### src/rtl/gate_bist_ctrl.sv
// -----------------------------------------------------------------------------
// gate_bist_ctrl
//
// Built-in self-test harness for the 10-input/10-output combinational gate
// models. A 10-bit LFSR (x^10 + x^7 + 1) drives the model inputs, and a 10-bit
// MISR compacts the model responses over PATTERNS captures. The final signature
// is compared with a golden value to produce a single pass bit.
//
// Parameters:
//   PATTERNS  - patterns applied per run (1..65535)
//   SETTLE    - wait cycles between stimulus change and capture (0..15)
//   LFSR_SEED - LFSR start value (0 is replaced by 10'h001)
//
// Ports:
//   clk       - clock, rising edge
//   rst_n     - asynchronous active-low reset
//   start     - run request, honoured only in IDLE or DONE
//   stim      - stimulus, stim[0] drives N1 ... stim[9] drives N10
//   resp      - model response (combinational from stim)
//   golden    - expected signature, stable while busy
//   busy      - run in progress
//   done      - run complete, held until next start
//   pass      - signature matched (valid while done)
//   signature - current MISR contents
//   xerr      - sticky unknown-response flag
//
// Optional feature: define GATE_BIST_XCHECK_EN to flag X/Z bits on resp during
// every capture (simulation-only). Without it, xerr stays 0.
// -----------------------------------------------------------------------------
module gate_bist_ctrl #(
  parameter int unsigned PATTERNS  = 1023,
  parameter int unsigned SETTLE    = 0,
  parameter logic [9:0]  LFSR_SEED = 10'h001
) (
  input  logic       clk,
  input  logic       rst_n,
  input  logic       start,
  output logic [9:0] stim,
  input  logic [9:0] resp,
  input  logic [9:0] golden,
  output logic       busy,
  output logic       done,
  output logic       pass,
  output logic [9:0] signature,
  output logic       xerr
);

  typedef enum logic [2:0] {
    S_IDLE,
    S_SETTLE,
    S_CAPTURE,
    S_COMPARE,
    S_DONE
  } state_t;

  // An all-zero LFSR would lock up, so a zero seed is replaced by 1.
  localparam logic [9:0]  SEED       = (LFSR_SEED == 10'h000) ? 10'h001 : LFSR_SEED;
  localparam logic [15:0] PAT_LAST   = 16'(PATTERNS - 1);
  localparam int unsigned SET_LAST_I = (SETTLE == 0) ? 0 : SETTLE - 1;
  localparam logic [3:0]  SET_LAST   = SET_LAST_I[3:0];
  // State entered before each capture: skip SETTLE entirely when it is zero.
  localparam state_t      ENTRY      = (SETTLE == 0) ? S_CAPTURE : S_SETTLE;

  state_t      r_state;
  logic [9:0]  r_lfsr;
  logic [9:0]  r_misr;
  logic [15:0] r_cnt;
  logic [3:0]  r_wcnt;
  logic        r_busy;
  logic        r_done;
  logic        r_pass;
  logic        r_xerr;

  logic [9:0]  w_lfsr_next;
  logic [9:0]  w_misr_next;

  assign w_lfsr_next = {r_lfsr[8:0], r_lfsr[9] ^ r_lfsr[6]};
  assign w_misr_next = {r_misr[8:0], r_misr[9] ^ r_misr[6]} ^ resp;

  // NOTE: every register below is updated with non-blocking assignments so all
  // of them see the pre-edge values of each other, exactly like flip-flops.
  always_ff @(posedge clk or negedge rst_n) begin
    if (!rst_n) begin
      r_state <= S_IDLE;
      r_lfsr  <= SEED;
      r_misr  <= 10'h000;
      r_cnt   <= 16'h0000;
      r_wcnt  <= 4'h0;
      r_busy  <= 1'b0;
      r_done  <= 1'b0;
      r_pass  <= 1'b0;
      r_xerr  <= 1'b0;
    end else begin
      case (r_state)
        S_IDLE, S_DONE: begin
          if (start) begin
            r_lfsr  <= SEED;
            r_misr  <= 10'h000;
            r_cnt   <= 16'h0000;
            r_wcnt  <= 4'h0;
            r_pass  <= 1'b0;
            r_xerr  <= 1'b0;
            r_busy  <= 1'b1;
            r_done  <= 1'b0;
            r_state <= ENTRY;
          end
        end

        S_SETTLE: begin
          if (r_wcnt == SET_LAST) begin
            r_wcnt  <= 4'h0;
            r_state <= S_CAPTURE;
          end else begin
            r_wcnt <= r_wcnt + 4'd1;
          end
        end

        S_CAPTURE: begin
          // Response is sampled on the last edge of the stimulus hold; the next
          // stimulus appears on that same edge.
          r_misr <= w_misr_next;
          r_lfsr <= w_lfsr_next;
          r_cnt  <= r_cnt + 16'd1;
`ifdef GATE_BIST_XCHECK_EN
          if ($isunknown(resp)) begin
            r_xerr <= 1'b1;
          end
`endif
          if (r_cnt == PAT_LAST) begin
            r_state <= S_COMPARE;
          end else begin
            r_state <= ENTRY;
          end
        end

        S_COMPARE: begin
          // An X in the MISR makes the equality unknown; !r_xerr forces 0.
          r_pass  <= (r_misr == golden) && !r_xerr;
          r_busy  <= 1'b0;
          r_done  <= 1'b1;
          r_state <= S_DONE;
        end

        default: begin
          r_busy  <= 1'b0;
          r_done  <= 1'b0;
          r_state <= S_IDLE;
        end
      endcase
    end
  end

  assign stim      = r_lfsr;
  assign signature = r_misr;
  assign busy      = r_busy;
  assign done      = r_done;
  assign pass      = r_pass;
  assign xerr      = r_xerr;

endmodule
### config.mk
export PLATFORM = sky130hd
export DESIGN_NAME = gate_bist_ctrl
export DESIGN_NICKNAME = d
export VERILOG_FILES = /design/src/rtl/gate_bist_ctrl.sv
export SDC_FILE = /design/constraint.sdc
export NUM_CORES = 1
export LEC_CHECK = 0
export CELL_PAD_IN_SITES_DETAIL_PLACEMENT = 1
export CELL_PAD_IN_SITES_GLOBAL_PLACEMENT = 1
export CORE_ASPECT_RATIO = 0.5
export CORE_MARGIN = 4
export CORE_UTILIZATION = 35
export DETAILED_ROUTE_END_ITERATION = 8
export PLACE_DENSITY_LB_ADDON = 0.1
export SKIP_LAST_GASP = 1
export SLEW_MARGIN = 0
export SYNTH_ARGS = -nofsm -noshare
export SYNTH_HDL_FRONTEND = slang
export SYNTH_SLANG_ARGS = --single-unit
### constraint.sdc
create_clock -name clk -period 1.5 [get_ports clk]
set_input_delay 0.45 -clock clk [delete_from_list [all_inputs] [get_ports clk]]
set_output_delay 0.45 -clock clk [all_outputs]
set_load 0.02 [all_outputs]
==> flow_metrics.env <==
export IMPL_num_rows=20
export IMPL_diodes=0
export IMPL_drc=0
export IMPL_stdcell_count=393
export IMPL_initial_core_util_pct=37.2
export IMPL_layout_setup_ws_ns=0.0270
export IMPL_crit_fanout=8
export IMPL_leakage_nw=1.45
export IMPL_post_cts_buffers=0
export IMPL_port_buffers=45
export IMPL_crit_path_start_kind="flop"
export IMPL_grt_overflow_total=0
export IMPL_fp_dieArea_um2=8070
export IMPL_worstPathCellList="buf_4 -> nor2_1 -> buf_4 -> nand2_1 -> buf_4 -> nand3_1 -> o41ai_2"
export IMPL_path_delay_family="buffers and inverters"
export IMPL_utilization_pct=52.1
export IMPL_holdWs_ns=0.137
export IMPL_maxCapViolCount=0
export IMPL_ant_nets=0
export IMPL_design_area_um2=3250
export IMPL_setup_viol=0
export IMPL_yosys_warnings=0
export IMPL_ys_ff_latch=46
export IMPL_first_pass_iters=4
export IMPL_netlist_instances=233
export IMPL_syn_area_um2=2320
export IMPL_h_tree_depth=2
export IMPL_cts_clk_slew_worst_paths_ns=0.06
export IMPL_report_final_slew_viol_count=0
export IMPL_cpMostUsedCell="buf_4"
export IMPL_powerDensity_nw_per_um2=1630
export IMPL_core_area_um2=6230
export IMPL_cts_made_buffers=5
export IMPL_min_period_ns=1.47
export IMPL_yosysUniqueCellTypes=39
export IMPL_seq_area_frac_synth_pct=49.7
export IMPL_min_period_over_period_pct=98.2
export IMPL_timing_fmax_mhz=679
export IMPL_report_final_hold_viol_count=0
export IMPL_syn_to_final_growth_pct=40.2
export IMPL_grt_pass1_wl_mm=11.0
export IMPL_ys_flop_type="dfrtp_1"
export IMPL_nNetsFinal=331
export IMPL_gp_congestion=0.767
export IMPL_required_ns=1.67
export IMPL_drive_above_1_share_pct=18.0
export IMPL_critPathCaptureType="flop"
export IMPL_cts_hold_buf=0
export IMPL_clock_sinks=46
export IMPL_fill_cells=703
export IMPL_fp_dieW_um=123
export IMPL_vias=1941
export IMPL_wl_per_cell_um=16.1
export IMPL_synth_nets=260
export IMPL_rsz0062_at_grt="yes"
export IMPL_worstPathArrival_ns=1.64
export IMPL_place_hpwl_mm=4.64
export IMPL_p_total_mw=5.28
export IMPL_hold_class="input port to async pin"
export IMPL_die_h_um=65.5
export IMPL_routed_wl_mm=6.33
export IMPL_cp_slowest_cell="dfrtp_1"
export IMPL_root_buffer="clkbuf_16"
export IMPL_cts_buffer_depth=2
export IMPL_ir_worst_vdd_mv=0.898
export IMPL_clock_latency_ns=0.29
export IMPL_grt_total_usage_pct=17.5
export IMPL_cp_num_buf_inv=3
export IMPL_critPathKind="flop to flop"
export IMPL_final_setup_tns_ns=0
export IMPL_synth_edf_count=0
export IMPL_antenna_found_initial=0
export IMPL_grt_pass1_vias=2154
export IMPL_grt_max_degree=47
export IMPL_critPathMaxStageDelay_ns=0.41
export IMPL_drtIter0Drc=74
export IMPL_dp_worst_setup_slack_ns=-0.282
export IMPL_cts_tree="yes"
export IMPL_vias_per_cell=4.94
export IMPL_status="finished clean"
export IMPL_async_flop_share_pct=100
export IMPL_dpl_cell_area_um2=3050
export IMPL_dp_cells=385
export IMPL_syn_area_per_cell_um2=9.95
export IMPL_clock_skew_ns=0.00320
export IMPL_num_io_pins=47
-- power by group --
group	switching, mW	internal [mW]	total [mW]
sequential	0.356	1.65	2.01
clock	0.477	0.660	1.14
combinational	1.12	1.02	2.14
-- logic make-up (layout without fill, tap and decap cells) --
logic type | after synthesis | in the layout | synth area share (%)
AOI/OAI and AO/OA | 51 | 51 | 13.7
xor gates and xnor gates | 26 | 26 | 9.83
adders and majority gates | 4 | 4 | 2.16
buffers and inverters | 15 | 87 | 3.51
DFF | 46 | 46 | 49.7
muxes | 8 | 8 | 3.46
other | 1 | 1 | 0.162
and+or+nand+nor | 82 | 82 | 17.4
-- cell usage after synthesis, types with 3 or more instances --
library cell | number | area share, %
dfrtp_1 | 45 | 49
inv_1 | 5 | 0.81
nor2_1 | 11 | 1.8
xor2_1 | 12 | 4.5
nor3_1 | 3 | 0.65
a21o_1 | 3 | 0.97
nand3_1 | 9 | 1.9
mux2i_1 | 8 | 3.5
o21ai_0 | 29 | 6.3
nand2_1 | 39 | 6.3
a22o_1 | 8 | 3.0
buf_2 | 5 | 1.1
nand4_1 | 4 | 1.1
ha_1 | 4 | 2.2
and2_1 | 3 | 0.81
xnor2_1 | 14 | 5.3
-- cells in the final DEF (no fill, tap or decap), types with 4 or more instances in the layout --
master and instances:
xor2_1 12, o21ai_0 25, dlygate4sd2_1 15, o21ai_1 4, clkdlybuf4s15_1 6, buf_4 23
nand4_1 4, dfrtp_1 44, mux2i_1 8, xnor2_1 14, clkbuf_16 5, a22o_1 8
nand3_1 9, nor2_1 8, nand2_1 39, clkdlybuf4s50_1 21, buf_6 4, inv_1 5
-- final cells by class --
type	instances	area (um^2)	area share [%]
well taps	88	110	3.39
repair buffers	74	674	20.8
clock buffers	6	139	4.27
flip-flops and latches	46	1150	35.5
clock inverters	2	12.5	0.385
inverters	5	18.8	0.578
multi-input cells	172	1140	35.1
-- per-layer routing --
layer	vias up	wire (um)	GRT usage, %
li1	939	-	-
met1	966	3010	22.7
met2	31	3040	29.7
met3	5	221	4.82
met4	0	46	3.31
met5	-	0	0
-- flip-flops by register name (all words and copies together), names as in the netlist --
name	flops
r_state	3
r_wcnt	4
done	1
stim	10
r_cnt	16
signature	10
pass	1
busy	1
-- worst paths after layout --
path / from / to / slack, ns / cells past startpoint
max reg2reg: r_state[0] / pass / 0.03 / 7
max: r_state[0] / pass / 0.03 / 7
max in group asynchronous: rst_n / stim[0] / 1.07 / 2
min: rst_n / r_cnt[12] / 0.14 / 2
min reg2reg: r_cnt[15] / r_cnt[15] / 0.48 / 1
min in group clk: r_cnt[15] / r_cnt[15] / 0.48 / 1
-- timing repair --
action	in CTS	in global routing
resized for setup	23	30
pin swaps	0	4
setup endpoints to repair	23	25
(Power assumes the default switching activity.)
